### config.mk
export PLATFORM = sky130hd
export DESIGN_NAME = pc_sequencer
export DESIGN_NICKNAME = d
export VERILOG_FILES = /design/src/rtl/pc_sequencer.sv
export SDC_FILE = /design/constraint.sdc
export NUM_CORES = 1
export LEC_CHECK = 0
export ABC_AREA = 1
export ABC_CLOCK_PERIOD_IN_PS = 5190
export CORE_MARGIN = 3
export CORE_UTILIZATION = 43
export DETAILED_ROUTE_END_ITERATION = 10
export MAX_ROUTING_LAYER = met4
export PLACE_DENSITY = 0.77
export SKIP_CTS_REPAIR_TIMING = 1
export SLEW_MARGIN = 15
export SYNTH_ARGS = -nofsm -noshare
export SYNTH_HDL_FRONTEND = slang
export SYNTH_SLANG_ARGS = --single-unit
export TNS_END_PERCENT = 100
### constraint.sdc
create_clock -name clk -period 5.19 [get_ports clk]
set_clock_uncertainty 0.1 [all_clocks]
set_input_delay 0.519 -clock clk [delete_from_list [all_inputs] [get_ports clk]]
set_output_delay 0.519 -clock clk [all_outputs]
set_load 0.05 [all_outputs]
### src/rtl/pc_sequencer.sv
// pc_sequencer: owns the program counter and sequences instruction fetch.
// Advances by 4 on each accepted fetch, applies branch/jump redirects with
// optional MIPS delay-slot semantics, honours memory backpressure and stalls,
// and traps (sticky) on a misaligned redirect target.
//
// Handshake: fetch_valid/fetch_ready form a strict valid/ready pair. A fetch
// is accepted on a rising edge where both are 1. While fetch_valid is high and
// not yet accepted, pc does not change, so the request stays stable. The only
// exceptions are a redirect without delay slot, which abandons the in-flight
// fetch, and a misaligned redirect, which freezes the sequencer in FAULT.
module pc_sequencer #(
  parameter logic [31:0] RESET_VECTOR = 32'h0000_0000,
  parameter int          DELAY_SLOT   = 1
) (
  input  logic        clk,
  input  logic        rst,
  input  logic        stall,
  input  logic        redirect_valid,
  input  logic [31:0] redirect_target,
  input  logic        fetch_ready,
  output logic [31:0] pc,
  output logic [31:0] pc_plus4,
  output logic        fetch_valid,
  output logic        flush,
  output logic        fault,
  output logic [15:0] redirect_count,
  output logic [1:0]  dbg_state_o
);

  typedef enum logic [1:0] {
    S_BOOT  = 2'd0,
    S_RUN   = 2'd1,
    S_SLOT  = 2'd2,
    S_FAULT = 2'd3
  } state_t;

  state_t      state_q, state_d;
  logic [31:0] pc_q, pc_d;
  logic [31:0] pending_q, pending_d;
  logic        flush_q, flush_d;
  logic [15:0] count_q, count_d;
  logic        count_inc;
  logic        accept;
  logic        misaligned;

  assign fetch_valid = ((state_q == S_RUN) || (state_q == S_SLOT)) && !stall;
  assign accept      = fetch_valid && fetch_ready;
  assign misaligned  = (redirect_target[1:0] != 2'b00);

  assign pc             = pc_q;
  assign pc_plus4       = pc_q + 32'd4;
  assign flush          = flush_q;
  assign fault          = (state_q == S_FAULT);
  assign redirect_count = count_q;
  assign dbg_state_o    = state_q;

  // Next-state logic: priority is misaligned fault > redirect > stall > accept.
  always_comb begin
    state_d   = state_q;
    pc_d      = pc_q;
    pending_d = pending_q;
    flush_d   = 1'b0;
    count_inc = 1'b0;
    case (state_q)
      S_BOOT: begin
        state_d = S_RUN;
      end
      S_RUN: begin
        if (redirect_valid) begin
          if (misaligned) begin
            state_d = S_FAULT;
          end else if (DELAY_SLOT == 0) begin
            // Redirect wins regardless of stall/accept; in-flight fetch dropped.
            pc_d      = redirect_target;
            flush_d   = 1'b1;
            count_inc = 1'b1;
          end else if (accept) begin
            // The delay-slot instruction is the one fetched this cycle.
            pc_d      = redirect_target;
            count_inc = 1'b1;
          end else begin
            // Delay slot not yet fetched: park the target until it is.
            pending_d = redirect_target;
            state_d   = S_SLOT;
          end
        end else if (accept) begin
          pc_d = pc_q + 32'd4;
        end
      end
      S_SLOT: begin
        // Redirects here are ignored: the first redirect wins.
        if (accept) begin
          pc_d      = pending_q;
          count_inc = 1'b1;
          state_d   = S_RUN;
        end
      end
      S_FAULT: begin
        state_d = S_FAULT;
      end
      default: begin
        state_d = S_FAULT;
      end
    endcase
    count_d = (count_inc && (count_q != 16'hFFFF)) ? count_q + 16'd1 : count_q;
  end

  // State registers with asynchronous active-high reset.
  always_ff @(posedge clk or posedge rst) begin
    if (rst) begin
      state_q   <= S_BOOT;
      pc_q      <= RESET_VECTOR;
      pending_q <= 32'h0000_0000;
      flush_q   <= 1'b0;
      count_q   <= 16'h0000;
    end else begin
      state_q   <= state_d;
      pc_q      <= pc_d;
      pending_q <= pending_d;
      flush_q   <= flush_d;
      count_q   <= count_d;
    end
  end

endmodule

==> results.json <==
{
  "yosysMostFrequentCell": "nand2_1",
  "cellPowerDensity_nw_per_um2": 675,
  "gr-usage-all-layers_pct": 21.9,
  "critPathArrivalTime_ns": 2.66,
  "rsz0062_at_grt": "false",
  "design_power_total_mw": 4.51,
  "worstSetupStartpointType": "register",
  "reg2reg_setup_slack_ns": 2.31,
  "instances_no_fill": 949,
  "path_class": "reg2out",
  "synth_top_flop_cell": "dfrtp_1",
  "r2r_end": "pc[5]",
  "drv_cap": 0,
  "antenna_found_initial": 0,
  "slew_violations": 0,
  "wl_um": 13400,
  "rows": 39,
  "min_period_ns": 3.28,
  "overflow": 0,
  "clock_latency_ns": 0.35,
  "netlist_top_cells_count": "255 x nand2_1, 88 x nor2_1, 82 x dfrtp_1",
  "final_core_util_pct": 57.8,
  "synth_nets": 735,
  "relSlewSlack_pct": 36.2,
  "cp.required_ns": 4.57,
  "synth.area.top_cells": "dfrtp_1 40%, nand2_1 19%, nor2_1 6.4%",
  "synth_cell_types": 36,
  "clk_pin_slew_worst_paths_ns": 0.06,
  "fmax_mhz": 305,
  "setup_viol": 0,
  "worstMarginPinSlew_ns": 0.956,
  "die_area_um2": 13400,
  "synth_cells": 693,
  "hold_viol": 0,
  "ys_seq_area_share_pct": 39.7,
  "cts_buffer_depth": 2,
  "vias_per_cell": 4.98,
  "outcome": "completed",
  "netlist.area_leader.share_pct": 39.7,
  "drc": 0,
  "path_max_fanout": 5,
  "syn_avg_cell_area_um2": 7.46,
  "diodes": 0,
  "numCtsBuffers": 9,
  "die_w_um": 116,
  "io_buffers": 120,
  "drive_gt1_share_pct": 10.2,
  "synthArstFlopShare_pct": 100,
  "syn-cell-area_um2": 5170,
  "crit_path_start": "pc[2]",
  "drtAntennaViolNets": 0,
  "fin_setup_tns_ns": 0,
  "min_to": "pending_q[0]",
  "reg2reg_depth": 12,
  "synth_top_area_cell": "dfrtp_1",
  "cts.sinks": 82,
  "yosysWarnings": 0,
  "nets": 843,
  "gp_congestion": 0.912,
  "start_util_pct": 44.7,
  "io_pins": 122,
  "placedCellCount": 933,
  "synth_edf_count": 0,
  "finalWorstSetupSlack_ns": 1.91,
  "whs_path_depth": 2,
  "cts-root-buf": "clkbuf_16",
  "fp.dieH_um": 116,
  "cts_tree": "built",
  "peakVddDrop_mv": 0.437,
  "finalCritPeriodShare_pct": 63.1,
  "placed_area_um2": 6390,
  "hold_slack_ns": 0.370,
  "fp.coreArea_um2": 11600,
  "cellLeakagePower_nw": 3.14,
  "end_kind": "output port",
  "postLayoutCellArea_um2": 6690,
  "h-tree-depth": 3,
  "pre_cts_ws_ns": 2.13,
  "grt_max_degree": 55,
  "num_vias": 4730,
  "dpl.hpwl_um": 9560,
  "drt_iter0_drc": 315,
  "grt_pass1_wl_um": 22400,
  "wl_per_cell_um": 14.2,
  "min_from": "pending_q[0]",
  "syn2layout_area_growth_pct": 29.3,
  "r2r_start": "dbg_state_o[0]",
  "grt_pass1_vias": 4533,
  "worstHoldPathType": "reg2reg",
  "ys_ff_latch": 82,
  "firstDrtPassIters": 5
}
critical path: stages (launching register included):
cell and delay, ns:
dfrtp_1 0.42, ha_1 0.24, nand3_2 0.15, inv_2 0.11, nand2_1 0.06, nor2_2 0.20, xor2_1 0.28, clkdlybuf4s50_1 0.86
logic make-up (layout without fill, tap and decap cells):
kind of cell    after synthesis  in the layout  synth area share (%)
simple gates                414            414                  34.4
flops                        82             82                  39.7
buf+inv                      81            194                  7.60
compound gates               58             58                  6.05
mux                          28             28                  6.10
xor+xnor                     24             24                  4.93
fa+ha+maj                     5              5                  1.21
other cells                   1              1                0.0725
where the power goes:
group          switching (mW)  internal, mW  total [mW]
Combinational            1.79         0.883        2.67
Clock                   0.253         0.399       0.652
Sequential              0.281         0.908        1.19
Total                    2.32          2.19        4.51
cell type report:
class / count / area [µm²]
clock buffers: 14 / 264
clock inverters: 2 / 35.0
fillers: 1079 / 4880
inverters: 55 / 208
multi-input cells: 530 / 2730
flip-flops and latches: 82 / 2050
well taps: 143 / 179
repair buffers: 123 / 1220
flip-flops by register name, summed over array words and instances, names as in the netlist:
register,count
redirect_count,16
dbg_state_o,2
pending_q,32
pc,32
cells in the final DEF, fill, tap and decap left out, types with 4 or more instances in the layout:
cell             count
clkdlybuf4s50_1    120
ha_1                 5
inv_2                4
xor2_1              11
and2_1               4
nand2_1            255
nand3_1             19
xor2_2               6
nand4_1              5
o211ai_1             6
inv_1               50
xnor2_1              7
mux2_2              28
nor2_4               7
a21oi_1             30
o21ai_0             17
dfrtp_1             82
nor3_1               4
clkbuf_16            9
nand3b_1            10
nor2_1              88
nor2_2              10
how the worst max path moves through the flow:
stage / end / slack (ns) / cells after the start
6_report: pc_plus4[16] / 1.91 / 7
5_1_grt: pc_plus4[16] / 1.75 / 7
4_1_cts: pc_plus4[26] / 1.91 / 9
3_5_place_dp: pending_q[30] / 2.13 / 4
3_3_place_gp: pending_q[12] / 2.16 / 4
2_1_floorplan: pending_q[18] / 2.22 / 7
layer usage:
metal | global-route usage, % | up-vias | share of wire, %
li1 | - | 2388 | -
met1 | 28.1 | 2189 | 45
met2 | 34.7 | 131 | 48
met3 | 5.69 | 22 | 5.2
met4 | 5.57 | 0 | 1.6
met5 | - | - | 0
Note: power is estimated with default switching activity, not from simulation.
